===== config.mk =====
export PLATFORM = sky130hd
export DESIGN_NAME = bram_packet_streamer
export DESIGN_NICKNAME = d
export VERILOG_FILES = /design/src/rtl/bram_packet_streamer.sv
export SDC_FILE = /design/constraint.sdc
export NUM_CORES = 1
export LEC_CHECK = 0
export ABC_CLOCK_PERIOD_IN_PS = 9600
export CELL_PAD_IN_SITES_DETAIL_PLACEMENT = 1
export CELL_PAD_IN_SITES_GLOBAL_PLACEMENT = 1
export CORE_AREA = 2 2 127 129
export CTS_CLUSTER_DIAMETER = 60
export DETAILED_ROUTE_END_ITERATION = 10
export DIE_AREA = 0 0 129 131
export PLACE_DENSITY = 0.9
export SYNTH_ARGS = -nofsm -noshare
export SYNTH_HDL_FRONTEND = slang
export SYNTH_SLANG_ARGS = --single-unit

===== constraint.sdc =====
create_clock -name clk -period 9.6 [get_ports clk]
set_input_delay 1.44 -clock clk [delete_from_list [all_inputs] [get_ports clk]]
set_output_delay 1.44 -clock clk [all_outputs]
set_load 0.02 [all_outputs]

===== src/rtl/bram_packet_streamer.sv =====
// bram_packet_streamer
// Reads fixed-size packets out of the shared BRAM ring buffer through port B.
// A packet is read once the writer's word pointer shows that a complete packet
// is present. The packets are sent out as an AXI4-Stream master.
//
// Ports:
//   clk, rstn         block clock, synchronous active-low reset
//   enable            streaming enable
//   wr_word_addr      writer's next-write word address
//   bram_*            port B (read only): addr (byte), en, dout (1-cycle latency),
//                     clk (tied to clk), rst (~rstn)
//   m_axis_*          stream master: tdata, tvalid, tready, tlast
//   status_*          read pointer, completed packet count, sticky overrun flag
//
// Optional build macro: STREAM_SEQ_HEADER_EN. It prefixes each packet with the
// header word {16'hA5A5, pkt_count[15:0]}. The header does not use a BRAM read.
module bram_packet_streamer #(
  parameter int BRAM_ADDR_WIDTH  = 16,
  parameter int BRAM_DEPTH_WORDS = 16384,
  parameter int PACKET_WORDS     = 144,
  parameter int OVERRUN_MARGIN   = 16,
  localparam int PTR_W           = $clog2(BRAM_DEPTH_WORDS)
) (
  input  logic                       clk,
  input  logic                       rstn,
  input  logic                       enable,
  input  logic [PTR_W-1:0]           wr_word_addr,
  output logic [BRAM_ADDR_WIDTH-1:0] bram_addr,
  output logic                       bram_en,
  input  logic [31:0]                bram_dout,
  output logic                       bram_clk,
  output logic                       bram_rst,
  output logic [31:0]                m_axis_tdata,
  output logic                       m_axis_tvalid,
  input  logic                       m_axis_tready,
  output logic                       m_axis_tlast,
  output logic [PTR_W-1:0]           status_rd_ptr,
  output logic [31:0]                status_pkt_count,
  output logic                       status_overrun
);

  localparam int DATA_W = 32;
  localparam int CNT_W  = $clog2(PACKET_WORDS + 1);
  localparam logic [PTR_W-1:0] PKT_AVAIL = PTR_W'(PACKET_WORDS);
  localparam logic [PTR_W-1:0] OVR_LIMIT = PTR_W'(BRAM_DEPTH_WORDS - OVERRUN_MARGIN);
  localparam logic [CNT_W-1:0] PKT_LEN   = CNT_W'(PACKET_WORDS);
  localparam logic [CNT_W-1:0] LAST_IDX  = CNT_W'(PACKET_WORDS - 1);

  typedef enum logic [1:0] {IDLE, WAIT, STREAM, HALT} state_t;

  state_t             state, state_nxt;
  logic [PTR_W-1:0]   rd_ptr;
  logic [PTR_W-1:0]   avail;
  logic               over;
  logic [CNT_W-1:0]   iss_cnt;
  logic [31:0]        pkt_count;
  logic               overrun;

  logic               issue;
  logic               rd_vld_p1;
  logic               rd_last_p1;
  logic [DATA_W-1:0]  buf_data_p2 [2];
  logic               buf_last_p2 [2];
  logic [1:0]         occ_p2;
  logic               hdr_due;
  logic               push, pop, tlast_hs, wr_idx;
  logic [DATA_W-1:0]  push_data;
  logic               push_last;
  logic [2:0]         load;

  assign bram_clk         = clk;
  assign bram_rst         = ~rstn;
  assign bram_addr        = BRAM_ADDR_WIDTH'({rd_ptr, 2'b00});
  assign status_rd_ptr    = rd_ptr;
  assign status_pkt_count = pkt_count;
  assign status_overrun   = overrun;

  // The subtraction wraps modulo the ring size because the width is exactly PTR_W.
  assign avail = wr_word_addr - rd_ptr;
  assign over  = (avail > OVR_LIMIT);

  assign pop      = m_axis_tvalid & m_axis_tready;
  assign tlast_hs = pop & m_axis_tlast;

  // A read is issued only when its data is sure to have a free buffer slot.
  // The count includes buffered words, the read in flight and a pending
  // header, minus any word that is popped in this cycle.
  assign load  = 3'(occ_p2) + 3'(rd_vld_p1) + 3'(hdr_due) - 3'(pop);
  assign issue = (state == STREAM) && (iss_cnt < PKT_LEN) && (load < 3'd2);

`ifdef STREAM_SEQ_HEADER_EN
  assign push_data = rd_vld_p1 ? bram_dout : {16'hA5A5, pkt_count[15:0]};
  assign push_last = rd_vld_p1 & rd_last_p1;
`else
  assign hdr_due   = 1'b0;
  assign push_data = bram_dout;
  assign push_last = rd_last_p1;
`endif
  assign push   = rd_vld_p1 | hdr_due;
  assign wr_idx = (occ_p2 == 2'd2) || ((occ_p2 == 2'd1) && !pop);

  always_ff @(posedge clk) begin
    if (!rstn) state <= IDLE;
    else       state <= state_nxt;
  end

  always_comb begin
    state_nxt = state;
    case (state)
      IDLE:   if (enable) state_nxt = WAIT;
      WAIT: begin
        if (!enable)                 state_nxt = IDLE;
        else if (over)               state_nxt = HALT;
        else if (avail >= PKT_AVAIL) state_nxt = STREAM;
      end
      // A packet always completes, even when enable drops during the packet.
      STREAM: begin
        if (tlast_hs)  state_nxt = enable ? WAIT : IDLE;
        else if (over) state_nxt = HALT;
      end
      HALT:   if (!enable) state_nxt = IDLE;
      default: state_nxt = IDLE;
    endcase
  end

  always_comb begin
    bram_en       = issue;
    m_axis_tvalid = (occ_p2 != 2'd0) && (state != IDLE);
    m_axis_tdata  = m_axis_tvalid ? buf_data_p2[0] : '0;
    // In HALT the last buffered word closes the packet. No more reads follow it.
    m_axis_tlast  = m_axis_tvalid &
                    (buf_last_p2[0] | ((state == HALT) && (occ_p2 == 2'd1) && !rd_vld_p1));
  end

  always_ff @(posedge clk) begin
    if (!rstn) begin
      rd_ptr    <= '0;
      pkt_count <= '0;
      overrun   <= 1'b0;
      iss_cnt   <= '0;
      rd_vld_p1 <= 1'b0;
      occ_p2    <= 2'd0;
    end else begin
      rd_vld_p1 <= issue;
      if (state == IDLE && enable) rd_ptr <= wr_word_addr;
      else if (issue)              rd_ptr <= rd_ptr + 1'b1;
      if (state == WAIT && state_nxt == STREAM) iss_cnt <= '0;
      else if (issue)                           iss_cnt <= iss_cnt + 1'b1;
      if (tlast_hs) pkt_count <= pkt_count + 32'd1;
      if (state == IDLE && enable) overrun <= 1'b0;
      else if (state_nxt == HALT)  overrun <= 1'b1;
      if (state == IDLE) occ_p2 <= 2'd0;
      else               occ_p2 <= occ_p2 + 2'(push) - 2'(pop);
    end
  end

`ifdef STREAM_SEQ_HEADER_EN
  always_ff @(posedge clk) begin
    if (!rstn) hdr_due <= 1'b0;
    else       hdr_due <= (state == WAIT) && (state_nxt == STREAM);
  end
`endif

  // ---- stage p1: read in flight, BRAM data valid in the next cycle ----
  always_ff @(posedge clk) begin
    rd_last_p1 <= (iss_cnt == LAST_IDX);
  end

  // ---- stage p2: two-entry output buffer, entry 0 is the head ----
  always_ff @(posedge clk) begin
    if (pop) begin
      buf_data_p2[0] <= buf_data_p2[1];
      buf_last_p2[0] <= buf_last_p2[1];
    end
    if (push) begin
      if (wr_idx) begin
        buf_data_p2[1] <= push_data;
        buf_last_p2[1] <= push_last;
      end else begin
        buf_data_p2[0] <= push_data;
        buf_last_p2[0] <= push_last;
      end
    end
  end

endmodule


Yosys cells after proc, flatten, opt, wreduce, memory -nomap -nowiden
Memory sizes are Yosys's and may differ from the RTL's.
Index checks and enable logic that the tools add are counted.

storage, ports and cells
  register bits = 61
  bits in writable memories = 66
  input bits = 50
  logic and storage cells = 77
  memories kept = 2

memories
  name         depth  width  rd ports  clocked after memory_dff  wr ports  RTL line  text
  buf_data_p2  2      32     2         0                         2         62        logic [DATA_W-1:0] buf_data_p2 [2];
  buf_last_p2  2      1      2         0                         2         63        logic buf_last_p2 [2];

cells by class
  $add $sub $neg = 8
  magnitude comparators = 4
  equality and inequality tests = 8
  mux-type cells = 22
  bitwise gates (word level) = 7
  reductions and logical operators = 18

operator list
  operator                                                             number
  2-to-1 mux 32 bit                                                    2
  adder 32 x 1 -> 32 bit (second input constant)                       1
  2-to-1 mux 14 bit                                                    2
  adder 14 x 1 -> 14 bit (second input constant)                       1
  greater-or-equal comparator 14 x 8 -> 1 bit (second input constant)  1
  > comparator 14 bit (second input constant)                          1
  2-to-1 mux 2 bit                                                     7
  subtractor 14 bit                                                    1
  equality test 2 bit (second input constant)                          5
  2-to-1 mux 1 bit                                                     10
  adder 8 x 1 -> 8 bit (second input constant)                         1
  equality test 8 bit (second input constant)                          1
  logical AND 1 bit                                                    8
  less-than comparator 8 bit (second input constant)                   1
  one-hot mux 2 bit (4 select lines)                                   1
  nonzero test 2 bit                                                   3
  OR reduction 2 bit                                                   3
  equality test 2 x 1 -> 1 bit (second input constant)                 2
  adder 2 x 1 -> 3 bit                                                 1
  bitwise AND 1 bit                                                    3
  less-than comparator 3 x 2 -> 1 bit (second input constant)          1
  bitwise OR 1 bit                                                     3
  subtractor 3 x 1 -> 3 bit                                            1
  adder 2 x 1 -> 2 bit                                                 1
  other kinds (5)                                                      6

Logic depth before layout (Yosys ltp)
Gate-level depths: netlist (run 1).

  depth in word-level cells = 11
  depth in mapped cells = 17
  gate-level depth less buffers = 16

==> out/results.txt, run 1 <==
Setup CP Type - clk2out
Worst Hold Class - reg2reg
MaxCap Viol Count - 0
drt first pass iters - 4
setup repair bufs after CTS - 0
Clk pwr share - 0.462
logic gate share of total power - 0.133
I/O pin cnt - 150
Setup TNS - 0 ps
CP max stage delay - 530 ps
Synth area leader - edfxtp_1
area grow syn2layout - 34.1%
final instance area - 8650 µm²
post-layout util - 0.554
M1 WL - 7.18 mm
GRT Overall Usage - 0.206
clock slew at reported path FFs - 50 ps
Netlist cell types - 62
most frequent cells in the layout - clkdlybuf4s50_1, edfxtp_1, dfxtp_1
Critical-path top delay cell - clkdlybuf4s50_1
cts hold-fix bufs - 0
DRC Markers - 0
ANT nets after route - 0
highest layer used for signal routing - met4
ys flop type - edfxtp_1
switching pwr - 364 µW
setup slack after layout - 2590 ps
fin nets - 824
WL/cell - 17.4 µm
grt ovf - 0
cells along the critical path - clkbuf_16 -> clkbuf_16 -> clkdlybuf4s50_1
core area - 15600 µm²
CTS tree - built
Net Sw Frac - 0.250
pwr dens - 169 nW/µm²
# rows - 46
Yosys reg bits - 127
routability cong. - 0.813
Area contributors post-synth - edfxtp_1, dfxtp_1, mux2_2
pin count of the biggest net entering global routing - 56
latest clock arrival within the worst-skew pair - 530 ps
layout cell share with drive strength beyond 1 - 0.106
CP startpoint kind - clock port
RSZ-0062 raised after global routing - false
routed wl met2 - 8.87 mm
Final Hold Fails - 0
dpl hpwl - 12.2 mm
status - complete, no violations
post_cts resized - 0
Critical Path RT - 8160 ps
input/output buffers - 147
asr flop ratio synth - 0
Place WS - 2850 ps
first-pass GRT wire length - 27.1 mm
Ys Warns - 0
Leak Pwr - 0.00304 µW
area of placed instances - 8020 µm²
die span in y - 131 µm
cell mode on critical path - clkbuf_16
vias in the first global route - 5473
initial core utilization - 0.413
most common cell after layout, fill and taps aside - clkdlybuf4s50_1
EDFF count, synth - 66
antenna cell count - 0
maximum vdd drop - 0.000136 V
Syn Area/Cell - 10.4 µm²
Clock Skew - 11.0 ps
die width - 129 µm
Max Slew Vio Count - 0
detail-routed via count per cell - 5.25
Critical Path AT - 5570 ps
Via Count - 5165
Hold Path Cell Cnt - 0
Final setup viols - 0
post-synthesis instance total - 618
internal power - 1090 µW
initial antenna violation count - 0
sequential area share after synthesis - 0.497
die area - 16900 µm²
max_slew headroom - 0.337
sequential share of power - 0.404
mapped cell area - 6440 µm²
Routed Wire Length - 17.1 mm
critical path peak fanout - 2
starting DRC count in detailed routing - 182
WL met3 - 814 µm
Reg2Reg Depth - 17
worst slew pin tran - 992 ps
area share of the largest cell type after synthesis - 0.308
Setup crit end kind - primary output
[final timing paths]
kind | endpoint | slack (ps) | start
worst max-delay path | bram_clk | 2590 | clk
worst min-delay path | buf_last_p2[1] | 440 | push_last
worst max register to register | status_rd_ptr[13] | 5160 | state[1]
worst min register to register | buf_last_p2[1] | 440 | push_last
[per-layer routing]
layer  track usage  vias up
met5             0        -
met4        0.0799        0
met3        0.0472       24
met2         0.379      145
met1         0.232     2509
li1              -     2487
[per-stage QoR]
stage | std cells | hold slack, ps | power, µW
floorplan | 619 | 404 | 739
global placement | 948 | 418 | 800
detailed placement | 948 | 431 | 807
CTS | 983 | 445 | 1470
global route | 983 | 466 | 1520
finish | 983 | 438 | 1460
[critical path, delay by kind of cell]
family / cells / cell delay (ps)
buffers and inverters: 3 / 780
[power groups by stage]
stage | clock network (µW) | registers [µW] | logic, µW
final | 674 | 590 | 194
after global routing | 714 | 591 | 212
after CTS | 690 | 589 | 194
after detailed placement | 14.0 | 601 | 192
after global placement | 14.0 | 600 | 186
after floorplan | 12.2 | 605 | 121
[area by class of cell]
type / count / area (µm²)
fill: 1715 / 6950
sequential: 127 / 3200
multi-input combinational: 424 / 2930
timing repair buffer: 151 / 1500
clock buffer: 26 / 549
tap: 216 / 270
inverter: 29 / 109
clock inverter: 10 / 88.8
[cell families (layout without fill, tap and decap cells)]
logic type | after synthesis | in the layout | synth area share
flops | 127 | 127 | 0.497
other cells | 1 | 2 | 0.000582
compound gates | 108 | 108 | 0.114
fa+ha+maj | 20 | 20 | 0.0412
mux | 36 | 36 | 0.0625
buf+inv | 68 | 216 | 0.0507
simple gates | 219 | 219 | 0.181
xor+xnor | 39 | 39 | 0.0530
[synthesized netlist by cell type, types with 4 or more instances]
| master | number |
|---|---|
| nand4_1 | 15 |
| a211oi_1 | 13 |
| or3_1 | 14 |
| o21a_1 | 6 |
| buf_4 | 17 |
| and4_1 | 6 |
| nor2_1 | 51 |
| nand3_1 | 17 |
| edfxtp_1 | 66 |
| inv_1 | 29 |
| ha_1 | 18 |
| a21oi_1 | 29 |
| a21o_1 | 4 |
| nand2_1 | 35 |
| nor2b_1 | 4 |
| a311oi_1 | 4 |
| and2_1 | 38 |
| nor3_1 | 13 |
| and3_1 | 8 |
| dfxtp_1 | 61 |
| clkbuf_1 | 21 |
| o21ai_0 | 22 |
| xnor2_1 | 17 |
| mux2_2 | 34 |
| xor2_1 | 22 |
[state kept, by name (all words and copies together) (netlist names)]
register          cells
buf_last_p2           2
push                  1
status_overrun        1
buf_data_p2          64
occ_p2                2
state                 2
status_pkt_count     32
iss_cnt               8
status_rd_ptr        14
push_last             1
Note: power is estimated with default switching activity, not from simulation.
==> run 2, diff against run 1 <==
==> config.mk (replaced) <==
export PLATFORM = sky130hd
export DESIGN_NAME = bram_packet_streamer
export DESIGN_NICKNAME = d
export VERILOG_FILES = /design/src/rtl/bram_packet_streamer.sv
export SDC_FILE = /design/constraint.sdc
export NUM_CORES = 1
export LEC_CHECK = 0
export ABC_CLOCK_PERIOD_IN_PS = 6900
export CELL_PAD_IN_SITES_DETAIL_PLACEMENT = 1
export CELL_PAD_IN_SITES_GLOBAL_PLACEMENT = 1
export CORE_AREA = 2 2 132 134
export CTS_CLUSTER_DIAMETER = 60
export DETAILED_ROUTE_END_ITERATION = 10
export DIE_AREA = 0 0 134 136
export PLACE_DENSITY = 0.85
export SYNTH_ARGS = -nofsm -noshare
export SYNTH_HDL_FRONTEND = slang
export SYNTH_SLANG_ARGS = --single-unit
==> constraint.sdc (replaced) <==
create_clock -name clk -period 6.9 [get_ports clk]
set_input_delay 1.035 -clock clk [delete_from_list [all_inputs] [get_ports clk]]
set_output_delay 1.035 -clock clk [all_outputs]
set_load 0.02 [all_outputs]
==> out/results.txt, run 2 (synthesized netlist as in run 1, its figures left out) <==
core area - 16900 µm² (+8.2%)
starting DRC count in detailed routing - 151 (-17%)
cell mode on critical path - inv_1
Clock Skew - 8.44 ps (-2.56 ps)
GRT Overall Usage - 0.198 (-0.00785)
Pwr Total - 2090 µW (+43%)
die width - 134 µm (+3.9%)
CTS tree - built
status - complete, no violations
Tcrit/Tclk final - 0.809
Final setup viols - 0 (unchanged)
most frequent cells in the layout - clkdlybuf4s50_1, edfxtp_1, dfxtp_1
die area - 18200 µm² (+7.8%)
grt ovf - 0 (unchanged)
initial antenna violation count - 0 (unchanged)
Max Slew Vio Count - 0 (unchanged)
die span in y - 136 µm (+3.8%)
Final Hold Fails - 0 (unchanged)
CP startpoint kind - flop
drt first pass iters - 4 (unchanged)
Hold EP - buf_last_p2[1]
Peak Freq - 0.179 GHz
setup repair bufs after CTS - 0 (unchanged)
WP buf/inv - 5 (+2)
Critical Path RT - 5860 ps (-2300 ps)
r2r setup slk - 2330 ps (-2830 ps)
vias in the first global route - 5555 (+1.5%)
Final min period - 5580 ps
dpl hpwl - 12.5 mm (+2.4%)
Critical Path AT - 4550 ps (-1020 ps)
Largest register FFs - 64 (unchanged)
Worst path top cell family by delay - buffers and inverters
sequential standard cell area - 3200 µm² (unchanged)
worst slew pin tran - 953 ps (-39.0 ps)
# rows - 48 (+4.3%)
hold path start - push_last
pin count of the biggest net entering global routing - 56 (unchanged)
area grow syn2layout - 34.9%
area occupied by multi-input gates - 2930 µm² (unchanged)
I/O pin cnt - 150 (unchanged)
antenna cell count - 0 (unchanged)
Leak Pwr - 0.00307 µW (+0.71%)
Inst Count DP - 957 (+0.95%)
RSZ-0062 raised after global routing - false
Via Count - 5221 (+1.1%)
initial core utilization - 0.382 (-0.0313)
MaxCap Viol Count - 0 (unchanged)
detail-routed via count per cell - 5.26 (+0.17%)
Setup crit end kind - primary output
Hold Path Cell Cnt - 0 (unchanged)
cts hold-fix bufs - 0 (unchanged)
latest clock arrival within the worst-skew pair - 530 ps (about the same)
layout cell share with drive strength beyond 1 - 0.110 (+0.00391)
Critical-path top delay cell - o22a_1
CP max stage delay - 800 ps (+270 ps)
pwr dens - 240 nW/µm² (+42%)
fin nets - 824 (unchanged)
ANT nets after route - 0 (unchanged)
DRC Markers - 0 (unchanged)
Reg2Reg Depth - 17 (unchanged)
clock slew at reported path FFs - 60 ps (about the same)
RR Endpoint - status_rd_ptr[13]
most common cell after layout, fill and taps aside - clkdlybuf4s50_1
reg-to-reg startpoint - state[1]
max_slew headroom - 0.363 (+0.0261)
Routed Wire Length - 17.4 mm (+1.6%)
cells along the critical path - o22a_1 -> nand2_1 -> inv_1 -> ha_1 -> inv_1 -> ha_1 -> inv_1 -> fa_1 -> xnor2_1 -> nand3_1 -> a21oi_1 -> buf_4 -> clkdlybuf4s50_1
first-pass GRT wire length - 28.3 mm (+4.6%)
fin cells - 992 (+0.92%)
post_cts resized - 0 (unchanged)
most flop-heavy register - buf_data_p2
critical path peak fanout - 35 (+33)
Filler cells - 1823 (+6.3%)
routability cong. - 0.798 (-1.8%)
maximum vdd drop - 0.000211 V (+55%)
WL/cell - 17.6 µm (+0.69%)
input/output buffers - 147 (unchanged)
Worst Hold Slack - 433 ps (-5.44 ps)
Setup TNS - 0 ps (unchanged)
Setup CP Type - reg2out
Worst Hold Class - reg2reg
[run 2: changes by cell type in the layout (fill, tap and decap cells not counted)]
cell	change
bufinv_16	+1
clkbuf_1	-2
clkbuf_8	-2
clkinv_1	-1
clkinv_2	-2
clkinv_4	+6
clkinvlp_4	-2
inv_6	+2
[run 2: through the flow]
step | utilization | instance area, µm² | setup WS (ps)
after floorplan | - | 6450 | 2280
after global placement | 0.476 | 8030 | 1900
after detailed placement | 0.476 | 8030 | 1740
after CTS | 0.515 | 8690 | 1220
after global routing | 0.515 | 8690 | 879
final | 0.515 | 8690 | 1320
[run 2: report_power, final]
group	leakage [µW]	internal (µW)	switching, µW
registers	0.00109	805	15.5
clock network	0.000326	621	371
logic	0.00165	122	151
total	0.00307	1550	538
[run 2: layer usage]
layer / global-route usage / vias to the layer above / routed length [µm]
met5: 0 / - / 0
met4: 0.0603 / 0 / 214
met3: 0.0496 / 20 / 780
met2: 0.353 / 147 / 8760
met1: 0.235 / 2566 / 7670
li1: - / 2488 / -
[run 2: worst reg2reg max path, cell delays in order, from the launching register on]
cell	delay (ps)
dfxtp_1	440
o22a_1	800
nand2_1	390
inv_1	140
ha_1	240
inv_1	60
ha_1	130
inv_1	40
fa_1	400
xnor2_1	190
nand3_1	120
a21oi_1	130
buf_4	260
nand3_1	120
nor2_1	380
nand4_1	210
xor2_1	180
a211oi_1	240
[run 2: worst max-delay path by stage]
stage | from | to | depth (start not counted)
floorplan | clk | bram_clk | 1
global placement | m_axis_tready | bram_en | 13
detailed placement | m_axis_tready | bram_en | 13
CTS | state[1] | bram_en | 13
global route | state[1] | bram_en | 13
finish | state[1] | bram_en | 13
[run 2: final cells by class]
| cell class | instances | share of cell area |
|---|---|---|
| Tap cell | 225 | 0.0324 |
| Sequential cell | 127 | 0.368 |
| Inverter | 29 | 0.0125 |
| Clock inverter | 14 | 0.0184 |
| Multi-Input combinational cell | 424 | 0.337 |
| Timing Repair Buffer | 151 | 0.172 |
| Clock buffer | 22 | 0.0592 |
==> run 3, diff against run 2 <==
==> config.mk (replaced) <==
export PLATFORM = sky130hd
export DESIGN_NAME = bram_packet_streamer
export DESIGN_NICKNAME = d
export VERILOG_FILES = /design/src/rtl/bram_packet_streamer.sv
export SDC_FILE = /design/constraint.sdc
export NUM_CORES = 1
export LEC_CHECK = 0
export ABC_CLOCK_PERIOD_IN_PS = 4700
export CELL_PAD_IN_SITES_DETAIL_PLACEMENT = 1
export CELL_PAD_IN_SITES_GLOBAL_PLACEMENT = 1
export CORE_AREA = 2 2 139 141
export CTS_CLUSTER_DIAMETER = 60
export DETAILED_ROUTE_END_ITERATION = 10
export DIE_AREA = 0 0 141 143
export PLACE_DENSITY = 0.81
export SYNTH_ARGS = -nofsm -noshare
export SYNTH_HDL_FRONTEND = slang
export SYNTH_SLANG_ARGS = --single-unit
==> constraint.sdc (replaced) <==
create_clock -name clk -period 4.7 [get_ports clk]
set_input_delay 0.705 -clock clk [delete_from_list [all_inputs] [get_ports clk]]
set_output_delay 0.705 -clock clk [all_outputs]
set_load 0.02 [all_outputs]
==> out/results.txt, run 3 (synthesized netlist as in run 1, its figures left out) <==
antenna cell count - 0 (unchanged)
initial antenna violation count - 0 (unchanged)
Reg2Reg Depth - 16 (-1)
Worst Hold Class - reg2reg
area grow syn2layout - 34.9% (unchanged)
Setup CP Type - reg2out
WL/cell - 16.4 µm (-6.4%)
status - complete, no violations
setup repair bufs after CTS - 0 (unchanged)
layout cell share with drive strength beyond 1 - 0.112 (+0.00232)
Leak Pwr - 0.00306 µW (-0.19%)
Peak Freq - 0.232 GHz
input/output buffers - 147 (unchanged)
area of placed instances - 8060 µm² (+0.33%)
post-layout util - 0.468 (-0.0472)
most flop-heavy register - buf_data_p2
CTS tree - built
Routed Wire Length - 16.5 mm (-5.4%)
r2r setup slk - 920 ps (-1410 ps)
Critical Path AT - 3610 ps (-940 ps)
Final setup viols - 0 (unchanged)
initial core utilization - 0.347 (-0.0350)
setup slack after layout - 386 ps (-934 ps)
detail-routed via count per cell - 5.07 (-3.6%)
DRC Markers - 0 (unchanged)
dpl hpwl - 11.5 mm (-7.9%)
Max Slew Vio Count - 0 (unchanged)
post_cts resized - 0 (unchanged)
sequential standard cell area - 3200 µm² (unchanged)
Via Count - 5088 (-2.5%)
Place WS - 437 ps (-1310 ps)
worst setup path endpoint - bram_en
Setup TNS - 0 ps (unchanged)
pin count of the biggest net entering global routing - 56 (unchanged)
Tcrit/Tclk final - 0.918
critical path peak fanout - 7 (-80%)
Pwr Total - 3010 µW (+44%)
Filler cells - 2031 (+11%)
routability cong. - 0.808 (+1.3%)
reg-to-reg startpoint - occ_p2[1]
Final min period - 4310 ps
vias in the first global route - 5305 (-4.5%)
Largest register FFs - 64 (unchanged)
# rows - 50 (+4.2%)
die span in y - 143 µm (+5.1%)
max_slew headroom - 0.339 (-0.0246)
GRT Overall Usage - 0.168 (-0.0298)
die width - 141 µm (+5.2%)
Clock Skew - 7.74 ps (-0.697 ps)
most frequent cells in the layout - clkdlybuf4s50_1, edfxtp_1, dfxtp_1
pwr dens - 346 nW/µm² (+44%)
RSZ-0062 raised after global routing - false
maximum vdd drop - 0.000236 V (+12%)
latest clock arrival within the worst-skew pair - 530 ps (about the same)
first-pass GRT wire length - 26.6 mm (-5.9%)
I/O pin cnt - 150 (unchanged)
fin nets - 826 (+0.24%)
final instance area - 8690 µm² (unchanged)
Critical Path RT - 3990 ps (-1870 ps)
Setup crit end kind - primary output
clock slew at reported path FFs - 60 ps (about the same)
most common cell after layout, fill and taps aside - clkdlybuf4s50_1
CP startpoint kind - flop
MaxCap Viol Count - 0 (unchanged)
core area - 18600 µm² (+10%)
die area - 20200 µm² (+11%)
Final Hold Fails - 0 (unchanged)
grt ovf - 0 (unchanged)
drt first pass iters - 4 (unchanged)
cts hold-fix bufs - 0 (unchanged)
worst slew pin tran - 989 ps (+36.8 ps)
area occupied by multi-input gates - 2930 µm² (unchanged)
starting DRC count in detailed routing - 190 (+26%)
RR Endpoint - status_rd_ptr[12]
crit path from - occ_p2[1]
ANT nets after route - 0 (unchanged)
==> run 3: changes by cell type in the layout (fill, tap and decap cells not counted) <==
cell        before  now
clkinv_4         8    5
clkbuf_1         1    0
clkinv_1         0    2
inv_1           29   28
bufinv_16        2    1
buf_4            5    7
clkinvlp_4       1    2
clkinv_2         1    2
inv_6            2    4
==> run 3: through the flow <==
step,hold WS (ps),cells
2_1_floorplan,404,619
3_3_place_gp,409,968
3_5_place_dp,420,968
4_1_cts,433,1003
5_1_grt,449,1003
6_report,435,1003
==> run 3: metal layers <==
metal	track usage	up-vias	share of wire	routed length, µm
li1	-	2491	-	-
met1	0.196	2471	0.44	7300
met2	0.302	106	0.51	8380
met3	0.0325	20	0.030	494
met4	0.0716	0	0.019	313
met5	0	-	0	0
==> run 3: where the power goes <==
group | internal [µW] | total (µW) | switching (µW)
registers | 1180 | 1200 | 22.1
clock network | 856 | 1410 | 551
logic | 178 | 395 | 216
==> run 3: worst min path at each step <==
stage	from	end	cells after the start
finish	push_last	buf_last_p2[1]	0
global placement	push_last	buf_last_p2[1]	0
detailed placement	push_last	buf_last_p2[1]	0
global route	push_last	buf_last_p2[1]	0
CTS	push_last	buf_last_p2[1]	0
floorplan	push_last	buf_last_p2[1]	0
==> run 3: area by class of cell <==
| type | instances | share of cell area |
|---|---|---|
| Multi-Input combinational cell | 424 | 0.337 |
| Timing Repair Buffer | 153 | 0.174 |
| Clock inverter | 15 | 0.0158 |
| Clock buffer | 21 | 0.0587 |
| Sequential cell | 127 | 0.368 |
| Tap cell | 234 | 0.0337 |
| Inverter | 29 | 0.0125 |
==> run 3: worst max-delay path, stage by stage (launching register included) <==
cell	delay [ps]
dfxtp_1	370
o22a_1	260
nand2_1	210
inv_1	80
ha_1	270
inv_1	60
ha_1	150
inv_1	70
fa_1	390
xnor2_1	150
nand3_1	110
a21oi_1	290
clkdlybuf4s50_1	670
